File: src/rtl/audio_clk_gen.sv
// ---------------------------------------------------------------------------
// audio_clk_gen
//
// Generates a codec clock set from one system clock: mclk (clk / MCLK_DIV),
// bclk (mclk / BCLK_RATIO) and lrclk (bclk / FRAME_BITS). A frame_start pulse
// marks each lrclk 1->0 transition. in_en rises once SETTLE_FRAMES frames
// have completed.
//
// A stop request is deferred to the next frame boundary. All three clocks
// fall together there, so stopping never leaves a runt pulse.
//
// Optional feature: define AUDIO_CLK_STROBE_EN to add the bclk_rise and
// bclk_fall single-cycle strobes.
// ---------------------------------------------------------------------------
module audio_clk_gen #(
    parameter int MCLK_DIV      = 10,   // clk cycles per mclk period, even, >= 2
    parameter int BCLK_RATIO    = 4,    // mclk periods per bclk period, >= 1
    parameter int FRAME_BITS    = 384,  // bclk periods per lrclk frame, even, >= 2
    parameter int SETTLE_FRAMES = 8000  // completed frames before in_en, 1..65535
) (
    input  logic clk,
    input  logic rst_n,
    input  logic en,
    output logic mclk,
    output logic bclk,
    output logic lrclk,
    output logic frame_start,
    output logic in_en,
    output logic running
`ifdef AUDIO_CLK_STROBE_EN
    ,
    output logic bclk_rise,
    output logic bclk_fall
`endif
);

    typedef enum logic [1:0] {
        ST_IDLE     = 2'd0,
        ST_RUN      = 2'd1,
        ST_STOPPING = 2'd2
    } state_e;

    // Half periods measured in clk cycles (mclk, bclk) and in bclk periods (lrclk).
    localparam int M_HALF = MCLK_DIV / 2;
    localparam int B_HALF = BCLK_RATIO * M_HALF;
    localparam int L_HALF = FRAME_BITS / 2;

    localparam int MW = (M_HALF > 1) ? $clog2(M_HALF) : 1;
    localparam int BW = (B_HALF > 1) ? $clog2(B_HALF) : 1;
    localparam int LW = (L_HALF > 1) ? $clog2(L_HALF) : 1;

    localparam logic [MW-1:0] M_LAST     = MW'(M_HALF - 1);
    localparam logic [BW-1:0] B_LAST     = BW'(B_HALF - 1);
    localparam logic [LW-1:0] L_LAST     = LW'(L_HALF - 1);
    localparam logic [15:0]   SETTLE_MAX = 16'(SETTLE_FRAMES);

    state_e          state_q,   state_d;
    logic [MW-1:0]   mcnt_q,    mcnt_d;
    logic [BW-1:0]   bcnt_q,    bcnt_d;
    logic [LW-1:0]   bitcnt_q,  bitcnt_d;
    logic            mclk_q,    mclk_d;
    logic            bclk_q,    bclk_d;
    logic            lrclk_q,   lrclk_d;
    logic            fs_q,      fs_d;
    logic [15:0]     settle_q,  settle_d;
    logic            in_en_q,   in_en_d;
    logic            running_q, running_d;
`ifdef AUDIO_CLK_STROBE_EN
    logic            rise_q,    rise_d;
    logic            fall_q,    fall_d;
`endif

    // Timing events derived from the current counter values.
    logic active;
    logic mclk_tick;
    logic bclk_tick;
    logic bclk_fall_evt;
    logic lr_tick;
    logic boundary;

    assign active        = (state_q != ST_IDLE);
    assign mclk_tick     = active && (mcnt_q == M_LAST);
    assign bclk_tick     = active && (bcnt_q == B_LAST);
    assign bclk_fall_evt = bclk_tick && bclk_q;
    assign lr_tick       = bclk_fall_evt && (bitcnt_q == L_LAST);
    assign boundary      = lr_tick && lrclk_q;

    // Next-state logic: FSM, clock dividers, frame pulse and settle tracking.
    always_comb begin
        // NOTE: every _d signal gets a default first, so no path through this
        // block leaves a value unassigned and no latch is inferred.
        state_d   = state_q;
        mcnt_d    = '0;
        bcnt_d    = '0;
        bitcnt_d  = '0;
        mclk_d    = 1'b0;
        bclk_d    = 1'b0;
        lrclk_d   = 1'b0;
        fs_d      = 1'b0;
        settle_d  = '0;
        in_en_d   = 1'b0;
`ifdef AUDIO_CLK_STROBE_EN
        rise_d    = 1'b0;
        fall_d    = 1'b0;
`endif

        unique case (state_q)
            ST_IDLE:     if (en) state_d = ST_RUN;
            ST_RUN:      if (!en) state_d = ST_STOPPING;
            ST_STOPPING: begin
                if (boundary)  state_d = ST_IDLE;
                else if (en)   state_d = ST_RUN;
            end
            default:     state_d = ST_IDLE;
        endcase

        running_d = (state_d != ST_IDLE);

        // Counters stay at zero while idle and restart from zero on RUN entry.
        // The stop boundary lands on a common falling edge, so forcing the
        // clocks low there coincides with their natural transition.
        if (active && running_d) begin
            mcnt_d   = mclk_tick ? '0 : mcnt_q + 1'b1;
            bcnt_d   = bclk_tick ? '0 : bcnt_q + 1'b1;
            mclk_d   = mclk_q ^ mclk_tick;
            bclk_d   = bclk_q ^ bclk_tick;
            bitcnt_d = bitcnt_q;
            if (bclk_fall_evt) begin
                bitcnt_d = (bitcnt_q == L_LAST) ? '0 : bitcnt_q + 1'b1;
            end
            lrclk_d  = lrclk_q ^ lr_tick;
            fs_d     = boundary;
`ifdef AUDIO_CLK_STROBE_EN
            rise_d   = ~bclk_q & bclk_d;
            fall_d   = bclk_q & ~bclk_d;
`endif
        end

        // Settle progress survives RUN<->STOPPING and clears only when idle.
        if (running_d) begin
            settle_d = settle_q;
            if (boundary && (settle_q < SETTLE_MAX)) begin
                settle_d = settle_q + 16'd1;
            end
            in_en_d = in_en_q | (settle_q == SETTLE_MAX);
        end
    end

    // State register with synchronous active-low reset.
    always_ff @(posedge clk) begin
        // NOTE: non-blocking assignments throughout, so every register samples
        // the values from before this edge regardless of statement order.
        if (!rst_n) begin
            state_q   <= ST_IDLE;
            mcnt_q    <= '0;
            bcnt_q    <= '0;
            bitcnt_q  <= '0;
            mclk_q    <= 1'b0;
            bclk_q    <= 1'b0;
            lrclk_q   <= 1'b0;
            fs_q      <= 1'b0;
            settle_q  <= '0;
            in_en_q   <= 1'b0;
            running_q <= 1'b0;
`ifdef AUDIO_CLK_STROBE_EN
            rise_q    <= 1'b0;
            fall_q    <= 1'b0;
`endif
        end else begin
            state_q   <= state_d;
            mcnt_q    <= mcnt_d;
            bcnt_q    <= bcnt_d;
            bitcnt_q  <= bitcnt_d;
            mclk_q    <= mclk_d;
            bclk_q    <= bclk_d;
            lrclk_q   <= lrclk_d;
            fs_q      <= fs_d;
            settle_q  <= settle_d;
            in_en_q   <= in_en_d;
            running_q <= running_d;
`ifdef AUDIO_CLK_STROBE_EN
            rise_q    <= rise_d;
            fall_q    <= fall_d;
`endif
        end
    end

    assign mclk        = mclk_q;
    assign bclk        = bclk_q;
    assign lrclk       = lrclk_q;
    assign frame_start = fs_q;
    assign in_en       = in_en_q;
    assign running     = running_q;
`ifdef AUDIO_CLK_STROBE_EN
    assign bclk_rise   = rise_q;
    assign bclk_fall   = fall_q;
`endif

endmodule

File: config.mk
export PLATFORM = sky130hd
export DESIGN_NAME = audio_clk_gen
export DESIGN_NICKNAME = d
export VERILOG_FILES = /design/src/rtl/audio_clk_gen.sv
export SDC_FILE = /design/constraint.sdc
export NUM_CORES = 1
export LEC_CHECK = 0
export ABC_AREA = 0
export BUFFER_PORTS_ARGS = -buffer_cell sky130_fd_sc_hd__buf_4
export CORE_MARGIN = 2
export CORE_UTILIZATION = 59
export CTS_CLUSTER_SIZE = 40
export DETAILED_ROUTE_END_ITERATION = 8
export HOLD_SLACK_MARGIN = 0.1
export PLACE_DENSITY = 0.86
export SLEW_MARGIN = 5
export SYNTH_ARGS = -nofsm -noshare
export SYNTH_HDL_FRONTEND = slang
export SYNTH_SLANG_ARGS = --single-unit
File: constraint.sdc
create_clock -name clk -period 3.5 [get_ports clk]
set_clock_uncertainty 0.2 [all_clocks]
set_input_delay 0.525 -clock clk [delete_from_list [all_inputs] [get_ports clk]]
set_output_delay 0.525 -clock clk [all_outputs]
set_load 0.005 [all_outputs]
Yosys cells after proc, flatten, opt, wreduce, memory -nomap -nowiden:

Cells that the tools add are included.

* flip-flop bits (word level): 40
* latch bits: 0
* memory bits (writable): 0
* bits in read-only memories: 0
* bits of input ports: 3
* memories: 0

* add/subtract/negate cells: 4
* multiply operators: 0
* divide/modulo/power cells: 0
* magnitude comparators: 1
* equality and inequality tests: 6
* shifts and indexed selects: 0
* muxes and demuxes: 5
* bitwise gates (word level): 6
* reductions and logical operators: 14

Operator list (count)
* 16-bit by 1-bit adder with 16-bit output, second input constant: 1
* 16-bit by 13-bit equality test with 1-bit output, second input constant: 1
* 16-bit by 13-bit < comparator with 1-bit output, second input constant: 1
* 8-bit by 1-bit adder with 8-bit output, second input constant: 1
* 8-bit equality test, second input constant: 1
* 8-bit two-way mux: 1
* 1-bit logical AND: 7
* 2-bit two-way mux: 3
* 2-bit case mux with 3 select lines: 1
* 3-bit OR reduction: 2
* 5-bit by 1-bit adder with 5-bit output, second input constant: 1
* 5-bit equality test, second input constant: 1
* 2-bit AND reduction: 2
* 2-bit nonzero test: 2
* 3-bit by 1-bit adder with 3-bit output, second input constant: 1
* 3-bit equality test, second input constant: 1
* 1-bit bitwise XOR: 3
* 2-bit by 1-bit equality test with 1-bit output, second input constant: 1
* 2-bit equality test, second input constant: 1
* 2-bit zero test: 1
* 1-bit NOT: 2
* 1-bit OR: 1

Longest topological paths before layout:

Gate-level depths: netlist of run 1.

* word-level depth: 11
* mapped depth: 13
* depth with buffers taken out: 11

Least setup slack after synthesis of run 1:

No wires, ideal clock.

* path kind: reg-to-reg
* start: reg bcnt_q[0]
* end: reg settle_q[5]
* arrival: 2.616 ns
* slack: 0.614 ns
* cell stages (with the launch flop): 12
* path buffers: 1
* cells stage by stage: dfxtp_1 > ha_1 > nand2_1 > nor4_1 > ha_1 > clkbuf_1 > and4_1 > ha_1 > nor4b_2 > o21ai_2 > or4_1 > a21oi_1

* longest elaborated chain between the ends: 9
* elaborated cells on any way between the ends: 10
* classes of those cells: 1 x eq/ne; 2 x mux; 7 x reduce/logical

Ends and longest elaborated chain
* start, declared: RTL line 59 `logic [BW-1:0] bcnt_q, bcnt_d;`
* start signal, assigned: RTL line 172 `bcnt_q <= bcnt_d;`
* 5-bit equality test *: RTL line 83 `assign bclk_tick = active && (bcnt_q == B_LAST);`
* 1-bit logical AND *: RTL line 83
* 1-bit logical AND *: RTL line 84 `assign bclk_fall_evt = bclk_tick && bclk_q;`
* named net bclk_fall_evt: RTL line 77 `logic bclk_fall_evt;`
* 1-bit logical AND *: RTL line 85 `assign lr_tick = bclk_fall_evt && (bitcnt_q == L_LAST);`
* 1-bit logical AND *: RTL line 86 `assign boundary = lr_tick && lrclk_q;`
* named net boundary: RTL line 79 `logic boundary;`
* 2-bit two-way mux: RTL line 111 `if (boundary) state_d = ST_IDLE;`
* 2-bit case mux with 3 select lines: RTL line 107 `unique case (state_q)`
* 2-bit nonzero test: RTL line 117 `running_d = (state_d != ST_IDLE);`
* 2-bit AND reduction (no source line)
* end signal, assigned: RTL line 178 `settle_q <= settle_d;`
* end, declared: RTL line 65 `logic [15:0] settle_q, settle_d;`

Mark *: on every way through the listed nets, which the timed path passes. The rest lies on a longest branch.
A chain may end at the register's enable or synchronous reset.

Worst setup path in the final report of run 1:

* start: reg bcnt_q[0]
* end: reg settle_q[6]

Same word-level chain as after synthesis.

==> Implementation_results.wiki, run 1 <==
{| class="wikitable"
! Metric !! Value
|-
| Placeable core region || 2780 µm²
|-
| DRC violation count after routing || 0
|-
| Run status || complete, no violations
|-
| Clock latency on the worst-skew pair || 0.34 ns
|-
| Worst Hold Path Cells || 2
|-
| Crit-path max cell delay || 0.46 ns
|-
| Seq/Total Area, Yosys || 46.0%
|-
| Placed Cells || 223
|-
| Reg2Reg Launch Point || bcnt_q[0]
|-
| Initial antenna violation count || 0
|-
| Sum of negative setup slack || 0 ns
|-
| List of cells traversed by the critical path || ha_1 > nand2_1 > nor4_1 > ha_2 > and4_1 > ha_1 > nor4b_2 > o21ai_2 > or4_1 > a21oi_1
|-
| Final max-slew violation count || 0
|-
| Buffers on Ports || 8
|-
| Number of filler instances in the final layout || 224
|-
| First-pass GRT wire length || 5.62 mm
|-
| Slowest CP cell || sky130_fd_sc_hd__or4_1
|-
| Largest net degree at the start of global routing || 16
|-
| Peak supply drop || 0.000370 V
|-
| Highest clock rate || 0.313 GHz
|-
| Commonest register cell after synthesis || sky130_fd_sc_hd__dfxtp_1
|-
| Starting density of the core || 62.6%
|-
| Share of synthesized flip-flops with an asynchronous set or reset || 0%
|-
| Post-Syn Area || 1740 µm²
|-
| DIE AREA || 3400 µm²
|-
| CTS Root Buffer Type || sky130_fd_sc_hd__clkbuf_4
|-
| Routed Antenna Nets || 0
|-
| Final hold viol count || 0
|-
| Cell leakage power || 0.000771 µW
|-
| DPL Wire Length || 2.37 mm
|-
| DRT iter0 DRCs || 58
|-
| Kind of capture point of the worst setup path || flop
|-
| Fraction of the cycle the final worst path needs || 91.3%
|-
| Non-Filler Instances || 231
|-
| Top-Level Pins || 9
|-
| Ratio of cells with drive above 1 in the final layout || 12.5%
|-
| Core occupancy in the finished layout || 69.0%
|-
| Yosys warning total || 0
|-
| Terminating pin of the worst hold path || state_q[1]
|-
| Vias per cell || 5.84
|-
| Reg2Reg Depth || 10
|-
| Vias in the first global route || 1357
|-
| Maximum capacitance violations || 0
|-
| CTS H-tree lvls || 2
|-
| Critical path startpoint category || flop
|-
| Peak fanout along the critical path || 10
|-
| Data arrival time of the worst path || 3.26 ns
|-
| Top area cells in the synthesized netlist || sky130_fd_sc_hd__dfxtp_1 (46%), sky130_fd_sc_hd__ha_1 (5.7%), sky130_fd_sc_hd__nor2_1 (4.5%)
|-
| Stages on the worst setup path || 10
|-
| Global-route congestion overflow total || 0
|-
| Routed wire per std cell || 14.1 µm
|-
| Worst-path clk slew || 0.11 ns
|-
| Worst reg2reg setup slack || 0.31 ns
|-
| Most common cell in the netlist || sky130_fd_sc_hd__dfxtp_1
|-
| Worst slew margin || 66.5%
|-
| Layout area overhead || 10.2%
|-
| Vias || 1350
|-
| Number of clock buffers inserted by TritonCTS || 5
|-
| Avg Cell Area, Syn || 9.41 µm²
|-
| Class of the most critical setup path || reg2reg
|-
| Worst-case clock buffer depth || 2
|-
| Synthesized Nets || 196
|-
| Count of unique library cells instantiated by Yosys || 33
|-
| Setup repair after global routing missed its margin || false
|-
| Transition time at the pin with the least slew margin || 0.498 ns
|-
| Final weighted congestion in routability-driven placement || 0.823
|-
| Synthesized flop and latch total || 40
|-
| Synth top area share || 46.0%
|-
| Type of the worst min-delay path || in2reg
|-
| Dominant delay contributor by cell family on the critical path || simple AND/OR/NAND/NOR gates
|-
| HP Start || en
|-
| Final setup violation count || 0
|-
| Number of sinks driven by the clock tree || 40
|-
| Post-route worst hold slack || 0.157 ns
|-
| Gate count after technology mapping || 185
|-
| Hold_buf cts || 0
|-
| Die height || 58.3 µm
|-
| Number of cell rows || 19
|-
| Count of antenna diodes in the layout || 0
|-
| Most frequent CP cell || sky130_fd_sc_hd__ha_1
|-
| List of most frequent post-synthesis cells || sky130_fd_sc_hd__dfxtp_1 (40), sky130_fd_sc_hd__nor2_1 (21), sky130_fd_sc_hd__nand2_1 (14)
|-
| GRT Resource Usage Total || 21.3%
|-
| Drt total wl || 3.26 mm
|-
| TritonCTS clock tree || yes
|-
| Number of flops mapped to enable cells by yosys || 0
|-
| Reg-to-reg critical path endpoint || settle_q[6]
|-
| Area leader, netlist || sky130_fd_sc_hd__dfxtp_1
|-
| Sum of buffers and inverters on the critical path || 0
|-
| First drt pass iteration count || 4
|-
| Min cycle time layout || 3.19 ns
|-
| Die width || 58.3 µm
|-
| Total number of nets in the final design || 210
|-
| Req. time, crit path || 3.57 ns
|-
| Pwr per Cell Area || 405 nW/µm²
|}
## worst max path at each step
stage                     slack, ns           to      start
after global placement         0.52  settle_q[6]  bcnt_q[0]
final                          0.31  settle_q[6]  bcnt_q[0]
after CTS                      0.30  settle_q[6]  bcnt_q[0]
after global routing          0.009  settle_q[6]  bcnt_q[0]
after detailed placement       0.33  settle_q[5]  bcnt_q[0]
after floorplan                0.61  settle_q[5]  bcnt_q[0]
## kinds of logic (layout without fill, tap and decap cells)
kind of cell / count (synthesis) / after routing / share of synthesized area (%)
muxes: 4 / 4 / 2.30
DFF: 40 / 40 / 46.0
AOI/OAI and AO/OA: 20 / 20 / 7.47
and+or+nand+nor: 92 / 92 / 30.5
buffers and inverters: 9 / 24 / 1.94
xor gates and xnor gates: 12 / 12 / 6.04
adders and majority gates: 8 / 8 / 5.75
## stage by stage
| stage | setup slack (ns) | power, µW | instance area [µm²] |
|---|---|---|---|
| finish | 0.306 | 778 | 1920 |
| CTS | 0.295 | 784 | 1920 |
| detailed placement | 0.332 | 496 | 1840 |
| floorplan | 0.614 | 486 | 1740 |
| global placement | 0.521 | 494 | 1840 |
| global route | 0.00859 | 803 | 1920 |
## routing by layer
metal  wire (µm)  vias up  GRT usage (%)
met1        1420      640           24.9
met3         139        2           6.37
met4          11        0           5.65
li1            -      684              -
met2        1690       24           37.7
met5           0        -              0
## flip-flops by register name, indices dropped and copies added (netlist names)
name / cells
running: 1
bitcnt_q: 8
bcnt_q: 5
settle_q: 16
frame_start: 1
bclk: 1
in_en: 1
mcnt_q: 3
lrclk: 1
mclk: 1
state_q: 2
## cell usage in the layout (no fill, tap or decap), drive strengths merged, types with 2 or more instances in the layout
| master | count |
|---|---|
| a21oi | 6 |
| and2 | 8 |
| and3 | 6 |
| and4 | 3 |
| buf | 9 |
| clkbuf | 6 |
| dfxtp | 40 |
| ha | 8 |
| inv | 7 |
| mux2i | 4 |
| nand2 | 14 |
| nand2b | 6 |
| nand3 | 9 |
| nand4 | 6 |
| nor2 | 21 |
| nor2b | 2 |
| nor3 | 4 |
| nor4 | 3 |
| o211ai | 3 |
| o21a | 2 |
| o21ai | 6 |
| o31ai | 2 |
| or4 | 4 |
| xnor2 | 3 |
| xor2 | 9 |
## where the power goes
part           switching [µW]  total [µW]  internal [µW]
Combinational            15.4        24.7           9.30
Sequential               2.35         461            459
Clock                     142         292            150
Total                     160         778            618
## cell type report
class	count	area [µm²]	area share, %
Clock inverter	2	35.0	1.83
Inverter	7	26.3	1.37
Tap cell	31	38.8	2.02
Timing Repair Buffer	9	67.6	3.52
Clock buffer	6	41.3	2.15
Sequential cell	40	801	41.7
Multi-Input combinational cell	136	910	47.4
## timing repair
action | 4_1_cts | 5_1_grt
resized for setup | 0 | 1
endpoints found under the setup margin | 0 | 1
setup buffers | 0 | 0
Note: power is estimated with default switching activity, not from simulation.
==> run 2: changes to the inputs <==
PLACE_DENSITY = 0.81   (was 0.86)
RECOVER_POWER = 100   (was default)
==> run 2 against run 1 <==
Effect of this change: first-iteration DRC count down 47%; sequential cell count unchanged; maximum frequency about the same.
==> Implementation_results.wiki, run 2 (synthesis results as in run 1) <==
{| class="wikitable"
! Metric !! Value
|-
| Run status || complete, no violations
|-
| Flip-flop count of the largest register after layout || 16 (unchanged)
|-
| Top-Level Pins || 9 (unchanged)
|-
| Data arrival time of the worst path || 3.26 ns (about the same)
|-
| Setup repair after global routing missed its margin || false
|-
| TritonCTS clock tree || yes
|-
| Pwr per Cell Area || 375 nW/µm² (-7.5%)
|-
| Highest clock rate || 0.313 GHz (about the same)
|-
| DRC violation count after routing || 0 (unchanged)
|-
| Fraction of the cycle the final worst path needs || 91.3% (about the same)
|-
| Final hold viol count || 0 (unchanged)
|-
| Final max-slew violation count || 0 (unchanged)
|-
| Sum of negative setup slack || 0 ns (unchanged)
|-
| Worst setup path end || settle_q[6]
|-
| Number of filler instances in the final layout || 221 (-1.3%)
|-
| Part of the power in combinational logic || 3.4% (+0.2 points)
|-
| Post-place instance area || 1840 µm² (unchanged)
|-
| GRT Resource Usage Total || 21.5% (+0.24 points)
|-
| Worst slew margin || 61.3% (-5.1 points)
|-
| DIE AREA || 3400 µm² (unchanged)
|-
| Reg-to-reg critical path endpoint || settle_q[6]
|-
| Global-route congestion overflow total || 0 (unchanged)
|-
| Final instance area || 1860 µm² (-2.9%)
|-
| Post-route worst hold slack || 0.152 ns (-0.00484 ns)
|-
| Vias || 1336 (-1.0%)
|-
| Most frequent standard cell in the layout excluding fill and tap cells || sky130_fd_sc_hd__dfxtp_1
|-
| Number of sinks driven by the clock tree || 40 (unchanged)
|-
| Transition time at the pin with the least slew margin || 0.575 ns (+0.0771 ns)
|-
| Drt total wl || 3.19 mm (-2.3%)
|-
| Total number of nets in the final design || 210 (unchanged)
|-
| Kind of capture point of the worst setup path || flop
|-
| DRT iter0 DRCs || 31 (-47%)
|-
| Cell leakage power || 0.000736 µW (-4.5%)
|-
| Fraction of power spent switching nets || 22.5% (+1.9 points)
|-
| Ratio of cells with drive above 1 in the final layout || 9.55% (-3.0 points)
|-
| CTS Root Buffer Type || sky130_fd_sc_hd__clkbuf_4
|-
| First-pass GRT wire length || 5.46 mm (-3.0%)
|-
| Req. time, crit path || 3.57 ns (about the same)
|-
| Critical path startpoint category || flop
|-
| Vias in the first global route || 1223 (-9.9%)
|-
| First drt pass iteration count || 4 (unchanged)
|-
| Vias per cell || 5.81 (-0.61%)
|-
| Layout area overhead || 6.97%
|-
| CTS H-tree lvls || 2 (unchanged)
|-
| Final setup violation count || 0 (unchanged)
|-
| Beginning of the critical path || bcnt_q[0]
|-
| Number of clock buffers inserted by TritonCTS || 5 (unchanged)
|-
| Initial antenna violation count || 0 (unchanged)
|-
| Placeable core region || 2780 µm² (unchanged)
|-
| Cell Int Power || 541 µW (-12%)
|-
| Worst-case clock buffer depth || 2 (unchanged)
|-
| Starting density of the core || 62.6% (unchanged)
|-
| # resized after CTS || 0 (unchanged)
|-
| Buffers on Ports || 8 (unchanged)
|-
| Setup Buffers After CTS || 0 (unchanged)
|-
| Net Switching || 157 µW (-1.9%)
|-
| Clock latency on the worst-skew pair || 0.35 ns (about the same)
|-
| Final weighted congestion in routability-driven placement || 0.863 (+4.9%)
|-
| Largest Register || settle_q
|-
| DPL Wire Length || 2.34 mm (-1.4%)
|-
| Reg2Reg Depth || 10 (unchanged)
|-
| Routed Antenna Nets || 0 (unchanged)
|-
| Die width || 58.3 µm (unchanged)
|-
| Count of antenna diodes in the layout || 0 (unchanged)
|-
| Worst-path clk slew || 0.11 ns (about the same)
|-
| Class of the most critical setup path || reg2reg
|-
| Commonest cells after routing, fill and taps aside || sky130_fd_sc_hd__dfxtp_1 (40), sky130_fd_sc_hd__nor2_1 (21), sky130_fd_sc_hd__nand2_1 (14)
|-
| Maximum capacitance violations || 0 (unchanged)
|-
| Portion of total power attributed to sequential cells || 66.0% (+6.7 points)
|-
| Routed wire per std cell || 13.9 µm (-1.9%)
|-
| Largest net degree at the start of global routing || 16 (unchanged)
|-
| Number of cell rows || 19 (unchanged)
|-
| Peak supply drop || 0.000264 V (-29%)
|-
| Worst reg2reg setup slack || 0.30 ns (about the same)
|-
| Die height || 58.3 µm (unchanged)
|-
| Regs by FF count || settle_q (16), bitcnt_q (8), bcnt_q (5)
|-
| Type of the worst min-delay path || in2reg
|-
| Peak fanout along the critical path || 10 (unchanged)
|-
| Portion of total power attributed to the clock network || 30.6% (-7.0 points)
|-
| Min cycle time layout || 3.20 ns (+0.000846 ns)
|-
| Hold_buf cts || 0 (unchanged)
|-
| Reg2Reg Launch Point || bcnt_q[0]
|}
## run 2: how the worst min path moves through the flow
stage | slack, ns | endpoint | from | cells after the start
finish | 0.15 | state_q[1] | en | 2
global route | 0.15 | state_q[1] | en | 2
CTS | 0.14 | state_q[1] | en | 2
detailed placement | 0.24 | bcnt_q[0] | bcnt_q[0] | 1
global placement | 0.23 | bcnt_q[0] | bcnt_q[0] | 1
floorplan | 0.22 | bcnt_q[0] | bcnt_q[0] | 1
## run 2: layer usage
metal | track usage [%] | up-vias | wire length, µm
met1 | 23.6 | 629 | 1380
met4 | 9.97 | 0 | 68
li1 | - | 676 | -
met3 | 6.59 | 7 | 115
met5 | 0 | - | 0
met2 | 37.7 | 24 | 1620
## run 2: power groups by stage
stage                     Sequential (µW)  Clock, µW  Combinational (µW)
after floorplan                       471          0                15.4
after global placement                471          0                23.3
after detailed placement              471          0                24.9
after CTS                             461        219                25.0
after global routing                  462        240                27.0
final                                 461        214                24.0
## run 2: critical path, cell delays in order, from the launching register on
cell and delay (ns):
sky130_fd_sc_hd__dfxtp_1 0.37, sky130_fd_sc_hd__ha_1 0.21, sky130_fd_sc_hd__nand2_1 0.06, sky130_fd_sc_hd__nor4_1 0.23
sky130_fd_sc_hd__ha_1 0.38, sky130_fd_sc_hd__and4_1 0.26, sky130_fd_sc_hd__ha_1 0.24, sky130_fd_sc_hd__nor4b_2 0.33
sky130_fd_sc_hd__o21ai_2 0.22, sky130_fd_sc_hd__or4_1 0.45, sky130_fd_sc_hd__a21oi_1 0.17
## run 2: stage by stage
| stage | power, µW | utilization (%) | instances | setup slack, ns |
|---|---|---|---|---|
| floorplan | 486 | - | 185 | 0.614 |
| global placement | 494 | 66.2 | 223 | 0.504 |
| detailed placement | 496 | 66.2 | 223 | 0.342 |
| CTS | 705 | 67.8 | 230 | 0.302 |
| global route | 729 | 67.0 | 230 | 0.0474 |
| finish | 698 | 67.0 | 230 | 0.305 |
## run 2: cell type report
cell class                      count  area, µm²  share of cell area [%]
Timing Repair Buffer                9       67.6                    3.63
Clock inverter                      1       5.00                   0.269
Inverter                            7       26.3                    1.41
Sequential cell                    40        801                    43.0
Multi-Input combinational cell    136        883                    47.4
Tap cell                           31       38.8                    2.08
Clock buffer                        6       41.3                    2.22
==> run 3: changes to the inputs <==
CORE_UTILIZATION = 63   (was 59)
PLACE_DENSITY = 0.86   (was 0.81)
clock period = 3.8 ns   (was 3.5 ns; I/O delays follow)
==> run 3 against run 2 <==
Effect of this change: sequential cell count is the same; final cell count is the same; first-iteration DRC count increased by 32%; critical path depth unchanged; cell area increased by 1.1%; hold slack improved by 0.019 ns; setup slack better by 0.30 ns; maximum frequency hardly changed; register-to-register slack better by 0.30 ns; sequential power is 7.8% lower; global-route usage increased by 1.0 points; largest power group unchanged; highest routed layer unchanged.
==> Implementation_results.wiki, run 3 (synthesis results as in run 1) <==
{| class="wikitable"
! Metric !! Value
|-
| Beginning of the critical path || bcnt_q[0]
|-
| Run status || complete, no violations
|-
| DPL Wire Length || 2.35 mm (+0.61%)
|-
| # resized after CTS || 0 (unchanged)
|-
| Final max-slew violation count || 0 (unchanged)
|-
| Final weighted congestion in routability-driven placement || 0.792 (-8.2%)
|-
| Maximum capacitance violations || 0 (unchanged)
|-
| Portion of total power attributed to sequential cells || 64.4% (-1.6 points)
|-
| Data arrival time of the worst path || 3.28 ns (+0.02 ns)
|-
| DRT iter0 DRCs || 41 (+32%)
|-
| Pwr per Cell Area || 350 nW/µm² (-6.7%)
|-
| Total power after layout || 659 µW (-5.6%)
|-
| Worst reg2reg setup slack || 0.60 ns (+0.30 ns)
|-
| Type of the worst min-delay path || in2reg
|-
| First drt pass iteration count || 4 (unchanged)
|-
| Number of sinks driven by the clock tree || 40 (unchanged)
|-
| Reg2Reg Depth || 10 (unchanged)
|-
| Die height || 56.6 µm (-3.0%)
|-
| Ratio of cells with drive above 1 in the final layout || 11.6% (+2.0 points)
|-
| Cell leakage power || 0.000753 µW (+2.3%)
|-
| Cell Int Power || 501 µW (-7.5%)
|-
| CTS Root Buffer Type || sky130_fd_sc_hd__clkbuf_4
|-
| Peak supply drop || 0.000277 V (+5.1%)
|-
| Min cycle time layout || 3.20 ns (+0.000343 ns)
|-
| Fraction of the cycle the final worst path needs || 84.1% (-7.2 points)
|-
| Worst-path clk slew || 0.12 ns (about the same)
|-
| Class of the most critical setup path || reg2reg
|-
| Commonest cells after routing, fill and taps aside || sky130_fd_sc_hd__dfxtp_1 (40), sky130_fd_sc_hd__nor2_1 (21), sky130_fd_sc_hd__nand2_1 (14)
|-
| Worst-case clock buffer depth || 2 (unchanged)
|-
| Peak fanout along the critical path || 10 (unchanged)
|-
| First-pass GRT wire length || 5.52 mm (+1.2%)
|-
| GRT Resource Usage Total || 22.5% (+1.0 points)
|-
| Buffers on Ports || 8 (unchanged)
|-
| Final hold viol count || 0 (unchanged)
|-
| Setup Buffers After CTS || 0 (unchanged)
|-
| Flip-flop count of the largest register after layout || 16 (unchanged)
|-
| Req. time, crit path || 3.89 ns (+0.32 ns)
|-
| Clock latency on the worst-skew pair || 0.35 ns (about the same)
|-
| CTS H-tree lvls || 2 (unchanged)
|-
| Net Switching || 158 µW (+0.86%)
|-
| Final setup violation count || 0 (unchanged)
|-
| Setup repair after global routing missed its margin || false
|-
| Reg2Reg Launch Point || bcnt_q[0]
|-
| Drt total wl || 3.14 mm (-1.3%)
|-
| Die width || 56.6 µm (-3.0%)
|-
| DIE AREA || 3200 µm² (-5.9%)
|-
| Non-Filler Instances || 230 (unchanged)
|-
| Top-Level Pins || 9 (unchanged)
|-
| Initial antenna violation count || 0 (unchanged)
|-
| Worst setup path end || settle_q[6]
|-
| Fraction of power spent switching nets || 24.0% (+1.5 points)
|-
| Portion of total power attributed to the clock network || 32.3% (+1.7 points)
|-
| Placeable core region || 2690 µm² (-3.4%)
|-
| Count of antenna diodes in the layout || 0 (unchanged)
|-
| TritonCTS clock tree || yes
|-
| Total number of nets in the final design || 209 (-0.48%)
|-
| Starting density of the core || 64.8% (+2.2 points)
|-
| Largest Register || settle_q
|-
| DRC violation count after routing || 0 (unchanged)
|-
| Critical path startpoint category || flop
|-
| Vias in the first global route || 1310 (+7.1%)
|-
| Regs by FF count || settle_q (16), bitcnt_q (8), bcnt_q (5)
|-
| Routed Antenna Nets || 0 (unchanged)
|-
| Placed Cells || 222 (-0.45%)
|-
| Reg-to-reg critical path endpoint || settle_q[6]
|-
| Worst slew margin || 70.2% (+8.8 points)
|-
| Vias per cell || 5.85 (+0.67%)
|-
| Highest clock rate || 0.313 GHz (about the same)
|-
| Transition time at the pin with the least slew margin || 0.448 ns (-0.127 ns)
|-
| Largest net degree at the start of global routing || 16 (unchanged)
|-
| Sum of negative setup slack || 0 ns (unchanged)
|-
| Global-route congestion overflow total || 0 (unchanged)
|-
| Part of the power in combinational logic || 3.2% (-0.2 points)
|-
| Routed wire per std cell || 13.7 µm (-1.3%)
|-
| Hold_buf cts || 0 (unchanged)
|-
| Vias || 1345 (+0.67%)
|-
| Number of clock buffers inserted by TritonCTS || 5 (unchanged)
|-
| Kind of capture point of the worst setup path || flop
|-
| Most frequent standard cell in the layout excluding fill and tap cells || sky130_fd_sc_hd__dfxtp_1
|-
| Layout area overhead || 8.19%
|-
| Number of filler instances in the final layout || 213 (-3.6%)
|-
| Number of cell rows || 19 (unchanged)
|}
-- run 3: how the worst min path moves through the flow --
stage | start | slack [ns] | end | depth (start not counted)
after floorplan | bcnt_q[0] | 0.22 | bcnt_q[0] | 1
after global placement | bcnt_q[0] | 0.23 | bcnt_q[0] | 1
after detailed placement | bcnt_q[0] | 0.25 | bcnt_q[0] | 1
after CTS | en | 0.16 | state_q[1] | 2
after global routing | en | 0.17 | state_q[1] | 2
final | en | 0.17 | state_q[1] | 2
-- run 3: power groups by stage --
stage | Clock, µW | Sequential (µW) | Combinational (µW)
after global placement | 0 | 434 | 20.6
final | 213 | 425 | 21.3
after detailed placement | 0 | 434 | 21.7
after CTS | 217 | 425 | 21.7
after floorplan | 0 | 434 | 14.2
after global routing | 235 | 425 | 24.2
-- run 3: area by class of cell --
cell class / instances / area, µm² / area share [%]
clock buffer: 5 / 37.5 / 1.99
inverter: 7 / 26.3 / 1.39
tap: 31 / 38.8 / 2.06
multi-input combinational: 136 / 902 / 47.9
sequential: 40 / 801 / 42.5
timing repair buffer: 8 / 60.1 / 3.19
clock inverter: 3 / 18.8 / 0.996
-- run 3: worst max-delay path, stage by stage, from the launching register on --
cell	delay [ns]
sky130_fd_sc_hd__dfxtp_1	0.38
sky130_fd_sc_hd__ha_1	0.21
sky130_fd_sc_hd__nand2_1	0.06
sky130_fd_sc_hd__nor4_1	0.27
sky130_fd_sc_hd__ha_1	0.38
sky130_fd_sc_hd__and4_1	0.25
sky130_fd_sc_hd__ha_1	0.23
sky130_fd_sc_hd__nor4b_2	0.34
sky130_fd_sc_hd__o21ai_2	0.22
sky130_fd_sc_hd__or4_1	0.43
sky130_fd_sc_hd__a21oi_1	0.14
-- run 3: metal layers --
layer / up-vias / GRT usage [%] / wire [µm]
met5: - / 0 / 0
met4: 0 / 13.3 / 77
met3: 11 / 6.45 / 92
met2: 18 / 36.0 / 1530
met1: 638 / 26.6 / 1440
li1: 678 / - / -
-- run 3: per-stage QoR --
step | util (%) | hold WS [ns] | cell area, µm² | setup WS [ns]
final | 70.1 | 0.172 | 1880 | 0.604
after global routing | 70.1 | 0.170 | 1880 | 0.269
after CTS | 70.3 | 0.164 | 1890 | 0.598
after detailed placement | 68.2 | 0.245 | 1830 | 0.635
after global placement | 68.2 | 0.229 | 1830 | 0.845
after floorplan | - | 0.218 | 1740 | 0.914
